$ cat src/rtl/exec_completion_buffer_pkg.sv
// Shared types and sizing for the in-order execute completion buffer.
//   CB_XLEN / CB_FLEN      : integer / floating-point result widths
//   CB_DEPTH               : number of in-flight entries (power of two, >= 2)
//   CB_NUM_UNITS           : number of completion ports
//   cb_tag_t               : {epoch, index} handed out at issue, returned on completion
//   completion_entry_t     : one buffer slot
package exec_completion_buffer_pkg;

    localparam int CB_XLEN      = 32;
    localparam int CB_FLEN      = 64;
    localparam int CB_DEPTH     = 4;
    localparam int CB_NUM_UNITS = 4;
    localparam int CB_IDX_W     = $clog2(CB_DEPTH);
    localparam int CB_TAG_W     = CB_IDX_W + 1;
    localparam int CB_PORT_W    = (CB_NUM_UNITS > 1) ? $clog2(CB_NUM_UNITS) : 1;

    typedef logic [CB_TAG_W-1:0] cb_tag_t;

    typedef struct packed {
        logic                valid;
        logic                done;
        logic                trap;
        logic [CB_XLEN-1:0]  pc;
        logic [4:0]          rd;
        logic                int_we;
        logic                fp_we;
        logic [CB_XLEN-1:0]  int_value;
        logic [CB_FLEN-1:0]  fp_value;
        logic [4:0]          fflags;
    } completion_entry_t;

    // The epoch bit sits above the index so stale completions from before a
    // flush/trap can be told apart from live ones that reuse the same slot.
    function automatic cb_tag_t make_tag(input logic epoch, input logic [CB_IDX_W-1:0] idx);
        return {epoch, idx};
    endfunction

endpackage

$ cat src/rtl/exec_cb_hazard_match.sv
// RAW hazard lookup over all buffer entries.
//   valid, int_we : per-entry occupancy and integer-write flags
//   rd            : per-entry destination register, 5 bits per entry
//   rs1, rs2      : integer source registers being queried
//   busy1, busy2  : an in-flight integer writer of rsN exists (never for x0)
module exec_cb_hazard_match #(
    parameter int DEPTH = 4
) (
    input  logic [DEPTH-1:0]   valid,
    input  logic [DEPTH-1:0]   int_we,
    input  logic [DEPTH*5-1:0] rd,
    input  logic [4:0]         rs1,
    input  logic [4:0]         rs2,
    output logic               busy1,
    output logic               busy2
);

    logic [DEPTH-1:0] match1;
    logic [DEPTH-1:0] match2;

    generate
        for (genvar gi = 0; gi < DEPTH; gi++) begin : g_cmp
            assign match1[gi] = valid[gi] && int_we[gi] && (rd[gi*5 +: 5] == rs1);
            assign match2[gi] = valid[gi] && int_we[gi] && (rd[gi*5 +: 5] == rs2);
        end
    endgenerate

    // x0 is hard-wired zero, so a pending write to it never blocks a reader.
    assign busy1 = (rs1 != 5'd0) && (|match1);
    assign busy2 = (rs2 != 5'd0) && (|match2);

endmodule

$ cat src/rtl/exec_completion_buffer.sv
// In-order completion buffer between execute issue and retire.
// Ops are allocated in program order at issue, completed out of order by the
// functional units (addressed by tag), and retired strictly from the head.
//   clk, rst              : clock, synchronous active-high reset
//   flush                 : discard every entry (redirect)
//   issue_*               : allocation handshake; issue_tag names the new slot
//   cmpl_*                : NUM_UNITS completion ports, packed per port
//   ret_*                 : head entry, valid once its result has arrived
//   hz_rs1/2, hz_busy1/2  : RAW query against in-flight integer writers
//   count                 : current occupancy
module exec_completion_buffer
    import exec_completion_buffer_pkg::*;
(
    input  logic                          clk,
    input  logic                          rst,
    input  logic                          flush,
    input  logic                          issue_valid,
    output logic                          issue_ready,
    input  logic [CB_XLEN-1:0]            issue_pc,
    input  logic [4:0]                    issue_rd,
    input  logic                          issue_int_we,
    input  logic                          issue_fp_we,
    output logic [CB_TAG_W-1:0]           issue_tag,
    input  logic [CB_NUM_UNITS-1:0]       cmpl_valid,
    input  logic [CB_NUM_UNITS*CB_TAG_W-1:0] cmpl_tag,
    input  logic [CB_NUM_UNITS*CB_XLEN-1:0]  cmpl_int_value,
    input  logic [CB_NUM_UNITS*CB_FLEN-1:0]  cmpl_fp_value,
    input  logic [CB_NUM_UNITS*5-1:0]     cmpl_fflags,
    input  logic [CB_NUM_UNITS-1:0]       cmpl_trap,
    output logic                          ret_valid,
    input  logic                          ret_ready,
    output logic [CB_XLEN-1:0]            ret_pc,
    output logic [4:0]                    ret_rd,
    output logic                          ret_int_we,
    output logic                          ret_fp_we,
    output logic [CB_XLEN-1:0]            ret_int_value,
    output logic [CB_FLEN-1:0]            ret_fp_value,
    output logic [4:0]                    ret_fflags,
    output logic                          ret_trap,
    input  logic [4:0]                    hz_rs1,
    input  logic [4:0]                    hz_rs2,
    output logic                          hz_busy1,
    output logic                          hz_busy2,
    output logic [CB_IDX_W:0]             count
);

    localparam logic [CB_IDX_W:0] FULL_COUNT = (CB_IDX_W+1)'(CB_DEPTH);

    completion_entry_t        entry_reg [CB_DEPTH];
    logic [CB_IDX_W-1:0]      head_reg;
    logic [CB_IDX_W-1:0]      tail_reg;
    logic [CB_IDX_W-1:0]      tail_next;
    logic [CB_IDX_W:0]        count_reg;
    logic [CB_IDX_W:0]        count_next;
    logic                     epoch_reg;

    completion_entry_t        head_entry;
    logic                     issue_fire;
    logic                     ret_fire;
    logic                     clear_all;

    logic [CB_IDX_W-1:0]      cmpl_idx [CB_NUM_UNITS];
    logic [CB_NUM_UNITS-1:0]  cmpl_cur;
    logic [CB_DEPTH-1:0]      cmpl_hit;
    logic [CB_PORT_W-1:0]     cmpl_sel [CB_DEPTH];

    // ------------------------------------------------------------------
    // Handshakes
    // ------------------------------------------------------------------
    assign head_entry  = entry_reg[head_reg];

    // Occupancy is taken from the register only, so a full buffer does not
    // accept a new op even in the cycle its head retires.
    assign issue_ready = (count_reg != FULL_COUNT) && !flush;
    assign issue_fire  = issue_valid && issue_ready;
    assign issue_tag   = make_tag(epoch_reg, tail_reg);

    assign ret_valid   = head_entry.valid && head_entry.done && !flush;
    assign ret_fire    = ret_valid && ret_ready;
    assign clear_all   = flush || (ret_fire && head_entry.trap);

    assign ret_pc        = head_entry.pc;
    assign ret_rd        = head_entry.rd;
    assign ret_int_we    = head_entry.int_we;
    assign ret_fp_we     = head_entry.fp_we;
    assign ret_int_value = head_entry.int_value;
    assign ret_fp_value  = head_entry.fp_value;
    assign ret_fflags    = head_entry.fflags;
    assign ret_trap      = head_entry.trap;

    assign tail_next  = issue_fire ? tail_reg + 1'b1 : tail_reg;
    assign count_next = count_reg + {{CB_IDX_W{1'b0}}, issue_fire}
                                  - {{CB_IDX_W{1'b0}}, ret_fire};
    assign count      = count_reg;

    // ------------------------------------------------------------------
    // Completion routing
    // ------------------------------------------------------------------
    generate
        for (genvar gi = 0; gi < CB_NUM_UNITS; gi++) begin : g_port
            assign cmpl_idx[gi] = cmpl_tag[gi*CB_TAG_W +: CB_IDX_W];
            // Only tags from the current epoch can address a live entry.
            assign cmpl_cur[gi] = cmpl_valid[gi]
                               && (cmpl_tag[gi*CB_TAG_W + CB_IDX_W] == epoch_reg);
        end
    endgenerate

    // Scan ports high to low so the lowest-numbered port claiming a slot wins.
    always_comb begin
        for (int e = 0; e < CB_DEPTH; e++) begin
            cmpl_hit[e] = 1'b0;
            cmpl_sel[e] = '0;
            for (int p = CB_NUM_UNITS - 1; p >= 0; p--) begin
                if (cmpl_cur[p] && (cmpl_idx[p] == CB_IDX_W'(e))) begin
                    cmpl_hit[e] = 1'b1;
                    cmpl_sel[e] = CB_PORT_W'(p);
                end
            end
            // Results for empty or already-finished slots are dropped.
            cmpl_hit[e] = cmpl_hit[e] && entry_reg[e].valid && !entry_reg[e].done;
        end
    end

    // ------------------------------------------------------------------
    // State
    // ------------------------------------------------------------------
    always_ff @(posedge clk) begin
        if (rst) begin
            head_reg  <= '0;
            tail_reg  <= '0;
            count_reg <= '0;
            epoch_reg <= 1'b0;
            for (int e = 0; e < CB_DEPTH; e++) begin
                entry_reg[e] <= '0;
            end
        end else if (clear_all) begin
            // Everything in flight is younger than the redirect; drop it all
            // and bump the epoch so its late completions are recognised as stale.
            for (int e = 0; e < CB_DEPTH; e++) begin
                entry_reg[e].valid <= 1'b0;
                entry_reg[e].done  <= 1'b0;
            end
            head_reg  <= tail_next;
            tail_reg  <= tail_next;
            count_reg <= '0;
            epoch_reg <= ~epoch_reg;
        end else begin
            for (int e = 0; e < CB_DEPTH; e++) begin
                if (issue_fire && (tail_reg == CB_IDX_W'(e))) begin
                    entry_reg[e].valid     <= 1'b1;
                    entry_reg[e].done      <= 1'b0;
                    entry_reg[e].trap      <= 1'b0;
                    entry_reg[e].pc        <= issue_pc;
                    entry_reg[e].rd        <= issue_rd;
                    entry_reg[e].int_we    <= issue_int_we;
                    entry_reg[e].fp_we     <= issue_fp_we;
                    entry_reg[e].int_value <= '0;
                    entry_reg[e].fp_value  <= '0;
                    entry_reg[e].fflags    <= '0;
                end else if (ret_fire && (head_reg == CB_IDX_W'(e))) begin
                    entry_reg[e].valid <= 1'b0;
                end else if (cmpl_hit[e]) begin
                    entry_reg[e].done      <= 1'b1;
                    entry_reg[e].trap      <= cmpl_trap[cmpl_sel[e]];
                    entry_reg[e].int_value <= cmpl_int_value[int'(cmpl_sel[e])*CB_XLEN +: CB_XLEN];
                    entry_reg[e].fp_value  <= cmpl_fp_value[int'(cmpl_sel[e])*CB_FLEN +: CB_FLEN];
                    entry_reg[e].fflags    <= cmpl_fflags[int'(cmpl_sel[e])*5 +: 5];
                end
            end
            head_reg  <= ret_fire ? head_reg + 1'b1 : head_reg;
            tail_reg  <= tail_next;
            count_reg <= count_next;
        end
    end

    // A current-epoch completion must target a live, unfinished slot; anything
    // else means a unit reported twice or reported for an op it never received.
    always @(posedge clk) begin
        if (!rst && !flush) begin
            for (int p = 0; p < CB_NUM_UNITS; p++) begin
                if (cmpl_cur[p]) begin
                    assert (entry_reg[cmpl_idx[p]].valid && !entry_reg[cmpl_idx[p]].done);
                end
            end
        end
    end

    // ------------------------------------------------------------------
    // Hazard lookup
    // ------------------------------------------------------------------
    logic [CB_DEPTH-1:0]   hz_valid;
    logic [CB_DEPTH-1:0]   hz_int_we;
    logic [CB_DEPTH*5-1:0] hz_rd;

    generate
        for (genvar gi = 0; gi < CB_DEPTH; gi++) begin : g_hz
            assign hz_valid[gi]       = entry_reg[gi].valid;
            assign hz_int_we[gi]      = entry_reg[gi].int_we;
            assign hz_rd[gi*5 +: 5]   = entry_reg[gi].rd;
        end
    endgenerate

    exec_cb_hazard_match #(
        .DEPTH (CB_DEPTH)
    ) u_hazard (
        .valid  (hz_valid),
        .int_we (hz_int_we),
        .rd     (hz_rd),
        .rs1    (hz_rs1),
        .rs2    (hz_rs2),
        .busy1  (hz_busy1),
        .busy2  (hz_busy2)
    );

endmodule
$ cat config.mk
export PLATFORM = sky130hd
export DESIGN_NAME = exec_completion_buffer
export DESIGN_NICKNAME = d
export VERILOG_FILES = /design/src/rtl/exec_completion_buffer_pkg.sv /design/src/rtl/exec_cb_hazard_match.sv /design/src/rtl/exec_completion_buffer.sv
export SDC_FILE = /design/constraint.sdc
export NUM_CORES = 2
export LEC_CHECK = 0
export ABC_CLOCK_PERIOD_IN_PS = 9800
export CELL_PAD_IN_SITES_DETAIL_PLACEMENT = 1
export CELL_PAD_IN_SITES_GLOBAL_PLACEMENT = 1
export CORE_MARGIN = 2
export CORE_UTILIZATION = 30
export DETAILED_ROUTE_END_ITERATION = 8
export PLACE_DENSITY = 0.61
export SLEW_MARGIN = 20
export SYNTH_ARGS = -nofsm -noshare
export SYNTH_HDL_FRONTEND = slang
export SYNTH_SLANG_ARGS = --single-unit
$ cat constraint.sdc
create_clock -name clk -period 9.8 [get_ports clk]
set_clock_uncertainty 0.1 [all_clocks]
set_input_delay 1.96 -clock clk [delete_from_list [all_inputs] [get_ports clk]]
set_output_delay 1.96 -clock clk [all_outputs]
set_load 0.05 [all_outputs]
# Word level (Yosys, flattened, before mapping)
# Memories as Yosys holds them, arrays and structs flattened. A register that Yosys moved wholly into a read port is not among the register bits.
# Cells that the tools add are included.
[totals]
elab_cells = 389
ff_bits = 8
n_memories = 1
ram_bits = 572
input_bits = 478
[classes]
reduce_logical = 74
shifts = 12
n_mul = 4
addsub = 4
n_bitwise = 73
eq_ne = 31
order_cmp = 4
muxes = 182
[mem_list]
columns = ["name", "words", "word_bits", "rd", "rd_clocked_by_memory_dff", "wr", "line_no", "text"]
rows = [
  ["entry_reg", 4, 143, 5, 1, 4, "exec_completion_buffer.sv:49", "completion_entry_t entry_reg [CB_DEPTH];"],
]
[op_table]
columns = ["cell", "count"]
rows = [
  ["$shiftx A256 B9 Y64", 4],
  ["$mux W64", 8],
  ["$shiftx A128 B8 Y32", 4],
  ["$mux W32", 12],
  ["$mux W1", 125],
  ["$shiftx A20 B6 Y5", 4],
  ["$or A1 B1 Y1", 72],
  ["$mux W5", 12],
  ["$logic_and A1 B1 Y1", 56],
  ["$mux W2", 21],
  ["$eq A5 B5 Y1", 8],
  ["$eq A2 B2 Y1 const B", 12],
  ["$mul A2 B3 Y5 const B", 4],
  ["$eq A2 B1 Y1 const B", 6],
  ["$logic_not A2 Y1", 6],
  ["$lt A2 B3 Y1 const B", 4],
  ["$reduce_bool A5 Y1", 2],
  ["$bmux W1 S2", 4],
  ["$reduce_or A4 Y1", 2],
  ["$logic_not A1 Y1", 5],
  ["$add A2 B1 Y2 const B", 2],
  ["$eq A1 B1 Y1", 4],
  ["$add A3 B1 Y3", 1],
  ["$ne A3 B3 Y1 const B", 1],
  ["5 further kinds", 5],
]

# Logic depth before layout (Yosys ltp)
[depth]
ltp_word = 16
mapped_depth = 12
depth_no_buf = 11

# Cells and area by module
# From an unflattened synthesis, not the netlist that was laid out.
[hier_totals]
cells_unflattened = 2821
hier_area_um2 = 33744.9
[modules_own_cells]
columns = ["module", "seq_area_each_um2", "n_inst", "area_each_um2", "cells_each"]
rows = [
  ["exec_completion_buffer", 17356.6, 1, 33170.6, 2749],
  ["exec_cb_hazard_match", 0.0, 1, 574.3, 72],
]

# Worst setup path before layout
# No wires, ideal clock.
[synth_timing]
kind = "in2reg"
start = "input port flush"
end = "memory entry_reg[2][0] (netlist bit) (enable)"
n_path_buf = 1
arrival_time_ns = 8.580
setup_ns = 0.475
cell_stages = 5
slack_ns = 0.646
path_cell_list = "clkbuf_1 -> nor3b_1 -> nand2_1 -> o21ai_0 -> nand2b_1"
[synth_rtl]
columns = ["element", "line_no", "text"]
rows = [
  ["from (decl)", "exec_completion_buffer.sv:16", "input logic flush,"],
  ["to (decl)", "exec_completion_buffer.sv:49", ""],
]

# Final worst setup path
[layout_timing]
start = "input port hz_rs2[1]"
end = "output port hz_busy2"
[layout_via]
elab_chain_cells = 4
word_cells_on_any_way = 11
[layout_lines]
columns = ["element", "line_no", "text"]
rows = [
  ["from (decl)", "exec_completion_buffer.sv:41", "input logic [4:0] hz_rs2,"],
  ["$eq A5 B5 Y1", "exec_cb_hazard_match.sv:24", "assign match2[gi] = valid[gi] && int_we[gi] && (rd[gi*5 +: 5] == rs2);"],
  ["$logic_and A1 B1 Y1", "exec_cb_hazard_match.sv:24", ""],
  ["$reduce_or A4 Y1", "exec_cb_hazard_match.sv:30", "assign busy2 = (rs2 != 5'd0) && (|match2);"],
  ["$logic_and A1 B1 Y1 *", "exec_cb_hazard_match.sv:30", ""],
  ["to (decl)", "exec_completion_buffer.sv:43", "output logic hz_busy2,"],
]
# Every way passes the cells marked *; elsewhere a longest branch is shown, timed or not.

==> results.sh <==
export IMPL_outcome="finished clean"
export IMPL_peakVddDrop_uv=106
export IMPL_grt_ovfl_total=0
export IMPL_seq_area_frac_synth_pct=48.5
export IMPL_syn_num_nets=2925
export IMPL_cp_data_required_time_ns=7.74
export IMPL_met3_usage_pct=5.17
export IMPL_postLayoutCellArea_mm2=0.0459
export IMPL_reg2reg_depth=7
export IMPL_hold_path_class="flip-flop to flip-flop"
export IMPL_cp_max_fo=5
export IMPL_die_area_mm2=0.122
export IMPL_fin_nets=3418
export IMPL_clock_latency_ns=0.63
export IMPL_synth_adder_area_share_pct=0.406
export IMPL_synthFlopType="edfxtp_1"
export IMPL_routed_via_density=5.75
export IMPL_hold_buffers=0
export IMPL_port_buffer_count=628
export IMPL_r2r_slack_ns=4.17
export IMPL_worst_pin_slew_ns=1.14
export IMPL_via_count=26200
export IMPL_slew_viol_final=0
export IMPL_antenna_found_initial=55
export IMPL_hold_viol=0
export IMPL_drt_initial_drc_count=2099
export IMPL_cts_buffer_depth=3
export IMPL_finalCriticalPeriod_ns=6.41
export IMPL_pin_count=629
export IMPL_largest_reg_flops=572
export IMPL_grt_pass1_wl_um=205000
export IMPL_gr_usage_met1_pct=28.9
export IMPL_synth_simple_area_share_pct=13.3
export IMPL_crit_start="hz_rs2[1]"
export IMPL_min_path_cells=2
export IMPL_ant_nets=0
export IMPL_drv_cap=0
export IMPL_ys_ff_latch=582
export IMPL_clkTransAtPathRegs_ns=0.06
export IMPL_syn_inst=2436
export IMPL_die_w_um=349
export IMPL_numCtsBuffers=71
export IMPL_setup_tns_ns=0
export IMPL_firstDrtPassIters=7
export IMPL_critPathLaunchType="input pin"
export IMPL_fp_coreArea_mm2=0.118
export IMPL_synth_top_family_by_area="multiplexers"
export IMPL_gp_congestion=0.850
export IMPL_min_from="count[1]"
export IMPL_p_per_area_mw_per_mm2=156
export IMPL_muxShareOfSynthArea_pct=28.3
export IMPL_max_slew_margin_pct=24.2
export IMPL_crit_path_end_kind="primary output"
export IMPL_yosys_warnings=0
export IMPL_critical_path_class="input pin to primary output"
export IMPL_dp_hpwl_um=91200
export IMPL_utilization_pct=38.8
export IMPL_synth_distinct_cells=59
export IMPL_async_flop_share_pct=0
export IMPL_grtUsageMet2_pct=39.3
export IMPL_wire_per_inst_um=31.7
export IMPL_synth_edf_count=570
export IMPL_groute_usage_overall_pct=23.2
export IMPL_layout_worst_path_cycle_share_pct=65.4
export IMPL_busiest_layer="met2"
export IMPL_placed_cell_area_mm2=0.0435
export IMPL_area_growth_pct=28.2
export IMPL_fp_row_count=126
export IMPL_synth_compound_area_share_pct=5.22
export IMPL_hold_end="count[2]"
export IMPL_fmaxAchievable_mhz=156
export IMPL_synthXorXnorAreaFrac_pct=1.20
export IMPL_p_leak_nw=15.2
export IMPL_first_global_vias=28800
export IMPL_worstReg2RegEnd="entry_reg[3][140]"
export IMPL_synth_area_mm2=0.0358
export IMPL_cts_sinks=582
export IMPL_grt_max_degree=103
export IMPL_die_h_um=349
export IMPL_avgSynthCellArea_um2=14.7
export IMPL_cts_setup_buffers=0
export IMPL_cts_root_buffer="clkbuf_16"
export IMPL_rsz0062_at_grt="false"
export IMPL_cts_tree="built"
export IMPL_route_detailed_drc=0
export IMPL_start_util_pct=30.3
export IMPL_cts_htree_levels=3
export IMPL_cts_resized=0
export IMPL_wirelength_um=144000
export IMPL_drive_gt1_share_pct=21.0
export IMPL_cp_arrival_ns=4.35
export IMPL_finalSetupViolations=0
[report_power, final]
group	switching, mW	internal, mW	total (mW)
sequential	0.0507	2.85	2.90
combinational	0.880	0.734	1.61
clock	1.11	1.55	2.66
[per-layer routing]
layer  vias up  wire [um]  part of all wire (%)
met5         -        306                  0.21
met4        44       4550                   3.2
met1     13900      56500                    39
met3       247      10700                   7.5
li1      10800          -                     -
met2      1143      71900                    50
[layout by cell type, fill, tap and decap left out, drive strengths merged, types with 3 or more instances in the layout]
cell | synthesis | routed
clkbuf | 171 | 84
edfxtp | 570 | 570
nor2b | 348 | 348
mux4 | 448 | 448
ha | 10 | 10
dfxtp | 12 | 12
and4b | 5 | 5
clkinvlp | 0 | 4
nor2 | 18 | 18
nor4 | 10 | 10
buf | 78 | 41
diode | 0 | 34
or3 | 3 | 3
a211oi | 104 | 104
a311oi | 102 | 102
o21ai | 3 | 3
clkinv | 0 | 26
nand2 | 227 | 227
or2 | 3 | 3
a21oi | 6 | 6
bufinv | 0 | 7
xnor2 | 14 | 14
and2 | 87 | 87
or4 | 4 | 4
nand3 | 8 | 8
inv | 13 | 18
xor2 | 35 | 35
nor3 | 4 | 4
and3 | 104 | 104
nand2b | 5 | 5
nand4 | 14 | 14
clkdlybuf4s50 | 0 | 628
[stage by stage]
step	power (mW)	setup slack, ns	hold slack (ns)	cells
after floorplan	3.89	0.646	0.384	2436
after global placement	4.55	3.19	0.489	4392
after detailed placement	4.58	3.05	0.538	4392
after CTS	7.24	3.38	0.547	4518
after global routing	7.41	3.30	0.591	4543
final	7.17	3.39	0.544	4552
[final cells by class]
| cell class | instances | area (um2) |
|---|---|---|
| antenna | 34 | 85.1 |
| multi-input combinational | 1592 | 17500 |
| fill | 12000 | 72200 |
| clock buffer | 84 | 1880 |
| clock inverter | 42 | 398 |
| timing repair buffer | 669 | 6680 |
| sequential | 582 | 17400 |
| tap | 1536 | 1920 |
| inverter | 13 | 48.8 |
[synthesized netlist by cell type, types with 12 or more instances]
master / count / share of area, %
buf_2: 47 / 0.66
xnor2_1: 14 / 0.34
nor2b_1: 348 / 6.1
buf_1: 23 / 0.24
edfxtp_1: 570 / 48
inv_1: 13 / 0.14
and3_1: 104 / 1.8
a311oi_1: 102 / 2.5
dfxtp_1: 12 / 0.67
nand2_1: 227 / 2.4
mux4_2: 448 / 28
xor2_1: 35 / 0.86
and2_1: 86 / 1.5
a211oi_1: 103 / 2.2
nand4_1: 14 / 0.24
clkbuf_1: 171 / 1.8
nor2_1: 18 / 0.19
[worst max-delay path, stage by stage]
cell             delay (ns)
clkdlybuf4s50_1        0.55
xor2_1                 0.21
nor4_1                 0.36
nand4_1                0.15
nand4_1                0.15
o21a_1                 0.16
clkdlybuf4s50_1        0.81
[worst max-delay path by stage]
| stage | to | slack [ns] | cells after the start |
|---|---|---|---|
| 2_1_floorplan | entry_reg[2][0] | 0.65 | 5 |
| 3_3_place_gp | entry_reg[2][76] | 3.19 | 9 |
| 3_5_place_dp | entry_reg[2][23] | 3.05 | 9 |
| 4_1_cts | hz_busy1 | 3.38 | 7 |
| 5_1_grt | hz_busy1 | 3.30 | 7 |
| 6_report | hz_busy2 | 3.39 | 7 |
[cells by family after synthesis]
group,Yosys count
AO/OA/AOI/OAI,231
XOR/XNOR,49
adder cells (fa/ha/maj),11
buffers and inverters,262
flip-flops,582
multiplexers,451
AND/OR/NAND/NOR,850
(Power assumes the default switching activity.)
